### config.mk
export PLATFORM = sky130hd
export DESIGN_NAME = fetch_ctrl
export DESIGN_NICKNAME = d
export VERILOG_FILES = /design/src/rtl/fetch_ctrl.sv
export SDC_FILE = /design/constraint.sdc
export NUM_CORES = 1
export LEC_CHECK = 0
export BUFFER_PORTS_ARGS = -buffer_cell sky130_fd_sc_hd__buf_2
export CORE_ASPECT_RATIO = 1.5
export CORE_MARGIN = 5
export CORE_UTILIZATION = 50
export CTS_CLUSTER_DIAMETER = 50
export DETAILED_ROUTE_END_ITERATION = 10
export PLACE_DENSITY = 0.71
export SLEW_MARGIN = 20
export SYNTH_ARGS = -nofsm -noshare
export SYNTH_HDL_FRONTEND = slang
export SYNTH_SLANG_ARGS = --single-unit
### constraint.sdc
create_clock -name clk -period 10.11 [get_ports clk]
set_input_delay 2.022 -clock clk [delete_from_list [all_inputs] [get_ports clk]]
set_output_delay 2.022 -clock clk [all_outputs]
set_load 0.01 [all_outputs]
### src/rtl/fetch_ctrl.sv
// fetch_ctrl: instruction-fetch controller. Owns the PC, drives the
// instruction-memory address and buffers fetched words in a 2-entry FIFO
// toward decode. Handles redirects (with flush), ebreak halt and fetch faults.
//
// state | meaning
// IDLE  | waiting for start_i, no fetch
// RUN   | fetching, accepting redirects
// HALT  | stopped (ebreak or fault); queue still drains, reset required to leave
module fetch_ctrl #(
  parameter logic [15:0] RESET_PC = 16'h0000,
  parameter int          IM_WORDS = 64
) (
  input  logic        clk,
  input  logic        rst,
  input  logic        start_i,
  output logic [15:0] pc_o,
  input  logic [31:0] instr_i,
  output logic        dec_valid_o,
  input  logic        dec_ready_i,
  output logic [31:0] dec_instr_o,
  output logic [15:0] dec_pc_o,
  input  logic        redirect_i,
  input  logic [15:0] redirect_pc_i,
  output logic        halt_o,
  output logic        fault_o
);

  typedef enum logic [1:0] {
    ST_IDLE = 2'd0,
    ST_RUN  = 2'd1,
    ST_HALT = 2'd2
  } state_t;

  localparam logic [31:0] EBREAK   = 32'h0010_0073;
  localparam logic [16:0] IM_LIMIT = 17'(IM_WORDS);

  state_t      state_q, state_d;
  logic [15:0] pc_q, pc_d;
  logic [1:0]  count_q, count_d;
  logic        fault_q, fault_d;
  // slot 0 is always the head; slot 1 is the younger entry
  logic [15:0] pc0_q, pc0_d, pc1_q, pc1_d;
  logic [31:0] instr0_q, instr0_d, instr1_q, instr1_d;

  logic        pop;
  logic        enq;
  logic        flush;
  logic        out_of_range;
  logic [1:0]  cnt_after_pop;

  assign pop          = (count_q != 2'd0) && dec_ready_i;
  assign out_of_range = ({3'b000, pc_q[15:2]} >= IM_LIMIT);

  // Next-state, PC and queue update
  always_comb begin
    state_d       = state_q;
    pc_d          = pc_q;
    fault_d       = fault_q;
    pc0_d         = pc0_q;
    instr0_d      = instr0_q;
    pc1_d         = pc1_q;
    instr1_d      = instr1_q;
    enq           = 1'b0;
    flush         = 1'b0;
    cnt_after_pop = count_q;

    if (pop) begin
      pc0_d         = pc1_q;
      instr0_d      = instr1_q;
      cnt_after_pop = count_q - 2'd1;
    end

    unique case (state_q)
      ST_IDLE: begin
        if (start_i) state_d = ST_RUN;
      end
      ST_RUN: begin
        if (redirect_i) begin
          // redirect beats any fetch-side event this cycle
          flush = 1'b1;
          pc_d  = redirect_pc_i;
          if (redirect_pc_i[1:0] != 2'b00) begin
            state_d = ST_HALT;
            fault_d = 1'b1;
          end
        end else if ((count_q != 2'd2) || pop) begin
          if (out_of_range) begin
            state_d = ST_HALT;
            fault_d = 1'b1;
          end else begin
            enq  = 1'b1;
            pc_d = pc_q + 16'd4;
            if (instr_i == EBREAK) state_d = ST_HALT;
          end
        end
      end
      ST_HALT: begin
      end
      default: state_d = ST_IDLE;
    endcase

    // fetch only happens with room after the pop, so cnt_after_pop <= 1 here
    if (enq) begin
      if (cnt_after_pop == 2'd0) begin
        pc0_d    = pc_q;
        instr0_d = instr_i;
      end else begin
        pc1_d    = pc_q;
        instr1_d = instr_i;
      end
    end

    if (flush)    count_d = 2'd0;
    else if (enq) count_d = cnt_after_pop + 2'd1;
    else          count_d = cnt_after_pop;
  end

  // State, PC, fault and queue registers
  always_ff @(posedge clk or posedge rst) begin
    if (rst) begin
      state_q  <= ST_IDLE;
      pc_q     <= RESET_PC;
      count_q  <= 2'd0;
      fault_q  <= 1'b0;
      pc0_q    <= 16'h0000;
      pc1_q    <= 16'h0000;
      instr0_q <= 32'h0000_0000;
      instr1_q <= 32'h0000_0000;
    end else begin
      state_q  <= state_d;
      pc_q     <= pc_d;
      count_q  <= count_d;
      fault_q  <= fault_d;
      pc0_q    <= pc0_d;
      pc1_q    <= pc1_d;
      instr0_q <= instr0_d;
      instr1_q <= instr1_d;
    end
  end

  assign pc_o        = pc_q;
  assign dec_valid_o = (count_q != 2'd0);
  assign dec_pc_o    = pc0_q;
  assign dec_instr_o = instr0_q;
  assign halt_o      = (state_q == ST_HALT);
  assign fault_o     = fault_q;

endmodule

==> key figures, run 1 <==
STA
  • F_max: 216 MHz
  • Final setup violating endpoints: 0
  • Crit share post-route: 0.458
  • Slew margin rel.: 0.276
  • Min Tclk post-route: around 4600 ps
  • Unrepaired setup endpoints after global routing: no
  • Worst-margin pin slew: 1080 ps
  • Clock skew after layout: 7.24 ps
  • Pins over their slew limit: 0
  • Hold Fails Final Rpt: 0
  • Final TNS setup: 0 ps

Critical path
  • Critical Path Stages: 7
  • Critical Path RT: around 10000 ps
  • Startpoint type of the worst setup path: input pin
  • Crit. End Element: register
  • CP cell instances: buf_2 > nand2b_2 > nor2_1 > nor2_1 > ha_1 > nand4_4 > mux2_4
  • Family with the most delay on the worst path: simple AND/OR/NAND/NOR gates
  • Worst Setup SP: dec_ready_i
  • Most used cell along the critical path: nor2_1
  • Worst Path Arrival: 4910 ps
  • Worst stage delay on the critical path: 840 ps
  • Buf/Inv on CP: 1
  • Crit Path Class: input pin to register
  • R2r worst-path depth: 8
  • Max Fanout on Critical Path: 50
  • RR Startpoint: count_q[0]
  • Crit path max-delay cell type: nand4_4

Route
  • Vias/cell: 5.42
  • Pre-antenna DRT Iters: 5
  • DR WL/cell: 17.1 um
  • Via count: 4242
  • DRC: 0
  • DRT Wirelength: 13400 um
  • Post-route ant nets: 0
  • DRT iter0 DRCs: 220

Logic synthesis
  • Asr flop ratio synth: 1.00
  • Prevailing post-synth register cell: dfrtp_1
  • Yosys warns: 0
  • Largest area contributor in the synthesized netlist: dfrtp_1
  • Top-count cell post-synth: nand2_1
  • Syn nets: 569
  • Synth Register Bits: 117
  • Mapped cell area: 5600 sq um
  • Syn avg cell area: roughly 11 sq um
  • Top cells by area, synth: dfrtp_1 (52%), nand2_1 (10%), mux2_4 (9.9%), mux2_2 (4.6%), mux2_1 (3.4%)
  • Register area share after synthesis: 0.523
  • Post-synth EDFFs: 0
  • Synth top area share: 0.523
  • Post-Syn Instances: 511
  • Netlist cell types: 54
  • Synth cell count leaders: nand2_1 (153), dfrtp_1 (117), mux2_4 (37)

Floorplan
  • I/O Pins: 120
  • Initial Util: 0.509
  • Core area: 11000 sq um
  • Row count: between 40 and 50
  • Die Width: 96.4 um
  • Die area: 13500 sq um
  • Die H: 140 um

Place
  • Post-DP HPWL: about 9100 um
  • Final GP Congestion: 0.774
  • # port buffers: 119
  • Placed cell count: 753

Global routing
  • Vias in the first global route: between 4000 and 5000
  • Initial antenna violation count: 0
  • Pin count of the biggest net entering global routing: 80
  • First-pass GRT wire length: 21600 um
  • Global route overflow: 0
  • GRT Util Overall: 0.207

Final layout
  • Footprint of the multi-input gates: 2490 sq um
  • Net count, final: 683
  • Layout Area Growth over Synthesis: 22.2%
  • Layout cells sized above 1: 0.343
  • Final non-filler cell total: 783
  • Number of filler cells placed in the layout: 912
  • Number of diodes: 0
  • FF+latch area: 2930 sq um

Clock network
  • Buffer depth of the longest clock path: 2
  • CTS Buf Count: 17
  • Post-CTS Resized: 0
  • Setup Buffers After CTS: 0
  • Worst-Skew Late Latency: 410 ps
  • Reg clk slew, reported paths: approximately 50 ps
  • Hold Buf Count CTS: 0
  • Depth of the CTS H-tree: 4
  • Root Driver: clkbuf_16
  • Sink Count: 117
  • CTS tree: yes

Power
  • Worst vdd ir: 129 uV
  • Pwr Density: 250 nW/um^2
  • Leakage: 0.00374 uW

Min path
  • Hold Path Class: register to register
  • Hold Path Stages: 1
  • HP Start: fault_o

Outcome
  • Status: completed

Run
  • Maxcap violations: 0
==> state kept, by name, indices dropped and copies added, names as in the netlist <==
| register | flops |
|---|---|
| dec_instr_o | 32 |
| instr1_q | 32 |
| dec_pc_o | 16 |
| pc1_q | 16 |
| pc_o | 16 |
| count_q | 2 |
| state_q | 2 |
| fault_o | 1 |
==> per-stage QoR <==
| stage | hold WS [ps] | cell area, sq um | utilization | worst slack (ps) | total power (uW) |
|---|---|---|---|---|---|
| 4_1_cts | 483 | 6830 | 0.621 | 5480 | 1720 |
| 2_1_floorplan | 458 | 5600 | - | 4990 | 963 |
| 3_3_place_gp | 463 | 6260 | 0.570 | 5120 | 1120 |
| 5_1_grt | 495 | 6840 | 0.622 | 5290 | 1810 |
| 6_report | 482 | 6840 | 0.622 | 5480 | 1710 |
| 3_5_place_dp | 469 | 6260 | 0.570 | 5050 | 1140 |
==> logic make-up after synthesis <==
kind of cell               after synthesis  synth area share
adders and majority gates                5            0.0112
and+or+nand+nor                        220             0.183
muxes                                   85             0.194
AOI/OAI and AO/OA                       46            0.0530
DFF                                    117             0.523
xor gates and xnor gates                 1           0.00157
buffers and inverters                   37            0.0342
==> final cells by class <==
class,instances,area share
Inverter,10,0.00586
Multi-Input combinational cell,357,0.365
Tap cell,147,0.0269
Clock inverter,4,0.0102
Sequential cell,117,0.428
Clock buffer,26,0.0730
Timing Repair Buffer,122,0.0910
==> layer usage <==
layer / global-route usage / vias up / part of all wire
met5: 0 / - / 0
met2: 0.362 / 123 / 0.53
li1: - / 1973 / -
met4: 0.0835 / 0 / 0.025
met3: 0.0551 / 21 / 0.054
met1: 0.234 / 2125 / 0.39
==> layout by cell type (no fill, tap or decap), types with 3 or more instances in the layout <==
| master | n |
|---|---|
| a21oi_1 | 16 |
| and2_1 | 3 |
| buf_2 | 119 |
| clkbuf_1 | 5 |
| clkbuf_16 | 17 |
| clkbuf_8 | 4 |
| dfrtp_1 | 117 |
| ha_1 | 5 |
| inv_1 | 9 |
| mux2_1 | 17 |
| mux2_2 | 23 |
| mux2_4 | 37 |
| mux2i_1 | 8 |
| nand2_1 | 153 |
| nand3_1 | 7 |
| nand3b_1 | 3 |
| nor2_1 | 8 |
| nor2b_1 | 12 |
| nor4_1 | 9 |
| o21ai_0 | 7 |
==> power breakdown <==
part / total (uW) / switching (uW) / internal (uW) / leakage, uW
sequential: 664 / 87.5 / 576 / 0.00158
clock: 577 / 192 / 385 / 0.000280
combinational: 466 / 262 / 203 / 0.00188
==> final timing paths <==
kind | end | slack [ps]
setup reg to reg | dec_instr_o[20] | 6270
min in group asynchronous | instr1_q[12] | 1650
hold / removal | fault_o | 480
max in group asynchronous | pc_o[6] | 7390
setup / recovery | dec_instr_o[20] | 5480
hold reg to reg | fault_o | 480
Note: power is estimated with default switching activity, not from simulation.
==> run 2: changes to the inputs <==
==> constraint.sdc (replaced) <==
create_clock -name clk -period 4.84 [get_ports clk]
set_input_delay 0.968 -clock clk [delete_from_list [all_inputs] [get_ports clk]]
set_output_delay 0.968 -clock clk [all_outputs]
set_load 0.01 [all_outputs]
==> key figures, run 2 (synthesis gave the netlist of run 1 again) <==
Route
  • Max layer used: met4
  • DRC: 0 (unchanged)
  • Via count: 4242 (unchanged)
  • Vias/cell: 5.40 (-0.38%)
  • Post-route ant nets: 0 (unchanged)
  • Met3 wire len: 684 um (-5.4%)
  • Met2 Routed Length: 7210 um (+0.68%)
  • DR WL/cell: 17.2 um (+0.44%)
  • DRT Wirelength: 13500 um (+0.83%)
  • Pre-antenna DRT Iters: 5 (unchanged)
  • Metal-1 WL: 5290 um (+1.8%)
  • DRT iter0 DRCs: 152 (-31%)

STA
  • Min Tclk post-route: 3340 ps
  • Hold Fails Final Rpt: 0 (unchanged)
  • Unrepaired setup endpoints after global routing: no
  • Pins over their slew limit: 0 (unchanged)
  • Final TNS setup: 0 ps (unchanged)
  • F_max: 299 MHz
  • Slew margin rel.: 0.376 (+0.0999)
  • Crit share post-route: 0.690
  • Clock skew after layout: 9.08 ps (+1.84 ps)
  • Final setup violating endpoints: 0 (unchanged)
  • Worst-margin pin slew: 936 ps (-148 ps)

Min path
  • Hold Path Class: register to register

Critical path
  • Crit path max-delay cell type: nand4_4
  • Max Fanout on Critical Path: 28 (-44%)
  • Most used cell along the critical path: ha_1
  • Worst Path Arrival: 3620 ps (-1290 ps)
  • Critical Path RT: 5120 ps (-5270 ps)
  • CP cell instances: inv_1 > ha_1 > nor2b_4 > xnor2_1 > ha_1 > nand4_4 > buf_4 > mux2_4
  • Worst stage delay on the critical path: 540 ps (-300 ps)
  • Startpoint type of the worst setup path: register
  • Crit Path Class: register to register
  • Crit. End Element: register

Final layout
  • Post-Route Utilization: 0.624 (+0.00205)
  • Final non-filler cell total: 786 (+0.38%)
  • Most common cell after layout, fill and taps aside: nand2_1
  • Number of diodes: 0 (unchanged)
  • Net count, final: 686 (+0.44%)
  • Layout cells sized above 1: 0.349 (+0.00622)
  • Most frequent cells in the layout: nand2_1 (153), buf_2 (119), dfrtp_1 (117)
  • Fin area: 6860 sq um (+0.33%)
  • Layout Area Growth over Synthesis: 22.6%

Global routing
  • GRT Util Overall: 0.213 (+0.00575)
  • First-pass GRT wire length: 22300 um (+3.1%)
  • Global route overflow: 0 (unchanged)
  • Vias in the first global route: 4526 (+1.9%)
  • Pin count of the biggest net entering global routing: 79 (-1.3%)
  • Initial antenna violation count: 0 (unchanged)

Clock network
  • Depth of the CTS H-tree: 4 (unchanged)
  • Post-CTS Resized: 0 (unchanged)
  • Worst-Skew Late Latency: 410 ps (about the same)
  • Root Driver: clkbuf_16
  • Buffer depth of the longest clock path: 2 (unchanged)
  • Hold Buf Count CTS: 0 (unchanged)
  • CTS tree: yes
  • Reg clk slew, reported paths: 50 ps (about the same)
  • CTS Buf Count: 17 (unchanged)
  • Setup Buffers After CTS: 0 (unchanged)
  • Sink Count: 117 (unchanged)

Floorplan
  • Die area: 13500 sq um (unchanged)
  • Core area: 11000 sq um (unchanged)
  • Die Width: 96.4 um (unchanged)
  • Row count: 47 (unchanged)
  • I/O Pins: 120 (unchanged)
  • Initial Util: 0.509 (unchanged)
  • Die H: 140 um (unchanged)

Place
  • Placed cell count: 756 (+0.40%)
  • Cell Area, Placed: 6290 sq um (+0.36%)
  • Final GP Congestion: 0.818 (+5.6%)
  • Post-DP HPWL: 9700 um (+6.7%)
  • # port buffers: 119 (unchanged)

Power
  • Worst vdd ir: 333 uV (+160%)
  • Leakage: 0.00376 uW (+0.48%)
  • Pwr Total: 3570 uW (+110%)
  • Pwr Density: 520 nW/um^2 (+110%)

Outcome
  • Status: completed

Run
  • Maxcap violations: 0 (unchanged)
-- run 2: cell count changes in the layout (fill, tap and decap cells not counted), sizes merged --
cell and change:
bufinv -1, clkbuf +1, buf +3
-- run 2: report_power, final --
group / switching, uW / internal (uW) / total [uW]
clock network: 407 / 794 / 1200
logic: 550 / 427 / 978
registers: 187 / 1200 / 1390
total: 1140 / 2430 / 3570
-- run 2: metal layers --
| layer | global-route usage | up-vias |
|---|---|---|
| li1 | - | 1983 |
| met1 | 0.246 | 2111 |
| met2 | 0.369 | 125 |
| met3 | 0.0491 | 23 |
| met4 | 0.0924 | 0 |
| met5 | 0 | - |
-- run 2: stage by stage --
stage               setup WS (ps)  hold WS [ps]
floorplan                     771           458
global placement             1250           469
detailed placement           1140           474
CTS                          1480           488
global route                 1310           502
finish                       1500           484
-- run 2: cell type report --
cell class              count  area [sq um]
inverters                  10          40.0
clock buffers              27           533
well taps                 147           184
multi-input cells         357          2490
clock inverters             3          40.0
flip-flops and latches    117          2930
fillers                   877          4140
repair buffers            125           641
-- run 2: worst paths after layout --
| check | from | end | slack (ps) | cells past startpoint |
|---|---|---|---|---|
| max | count_q[0] | dec_instr_o[25] | 1500 | 8 |
| min | instr1_q[9] | instr1_q[9] | 480 | 1 |
| max reg2reg | count_q[0] | dec_instr_o[25] | 1500 | 8 |
| min reg2reg | instr1_q[9] | instr1_q[9] | 480 | 1 |
| max in group asynchronous | rst | dec_pc_o[14] | 3020 | 3 |
| min in group asynchronous | rst | dec_instr_o[17] | 780 | 2 |
-- run 2: critical path: cells and delay by family (launching register included) --
| kind | cells | cell delay [ps] |
|---|---|---|
| xor gates and xnor gates | 1 | 230 |
| buffers and inverters | 2 | 580 |
| muxes | 1 | 330 |
| DFF | 1 | 400 |
| adders and majority gates | 2 | 590 |
| and+or+nand+nor | 2 | 1070 |
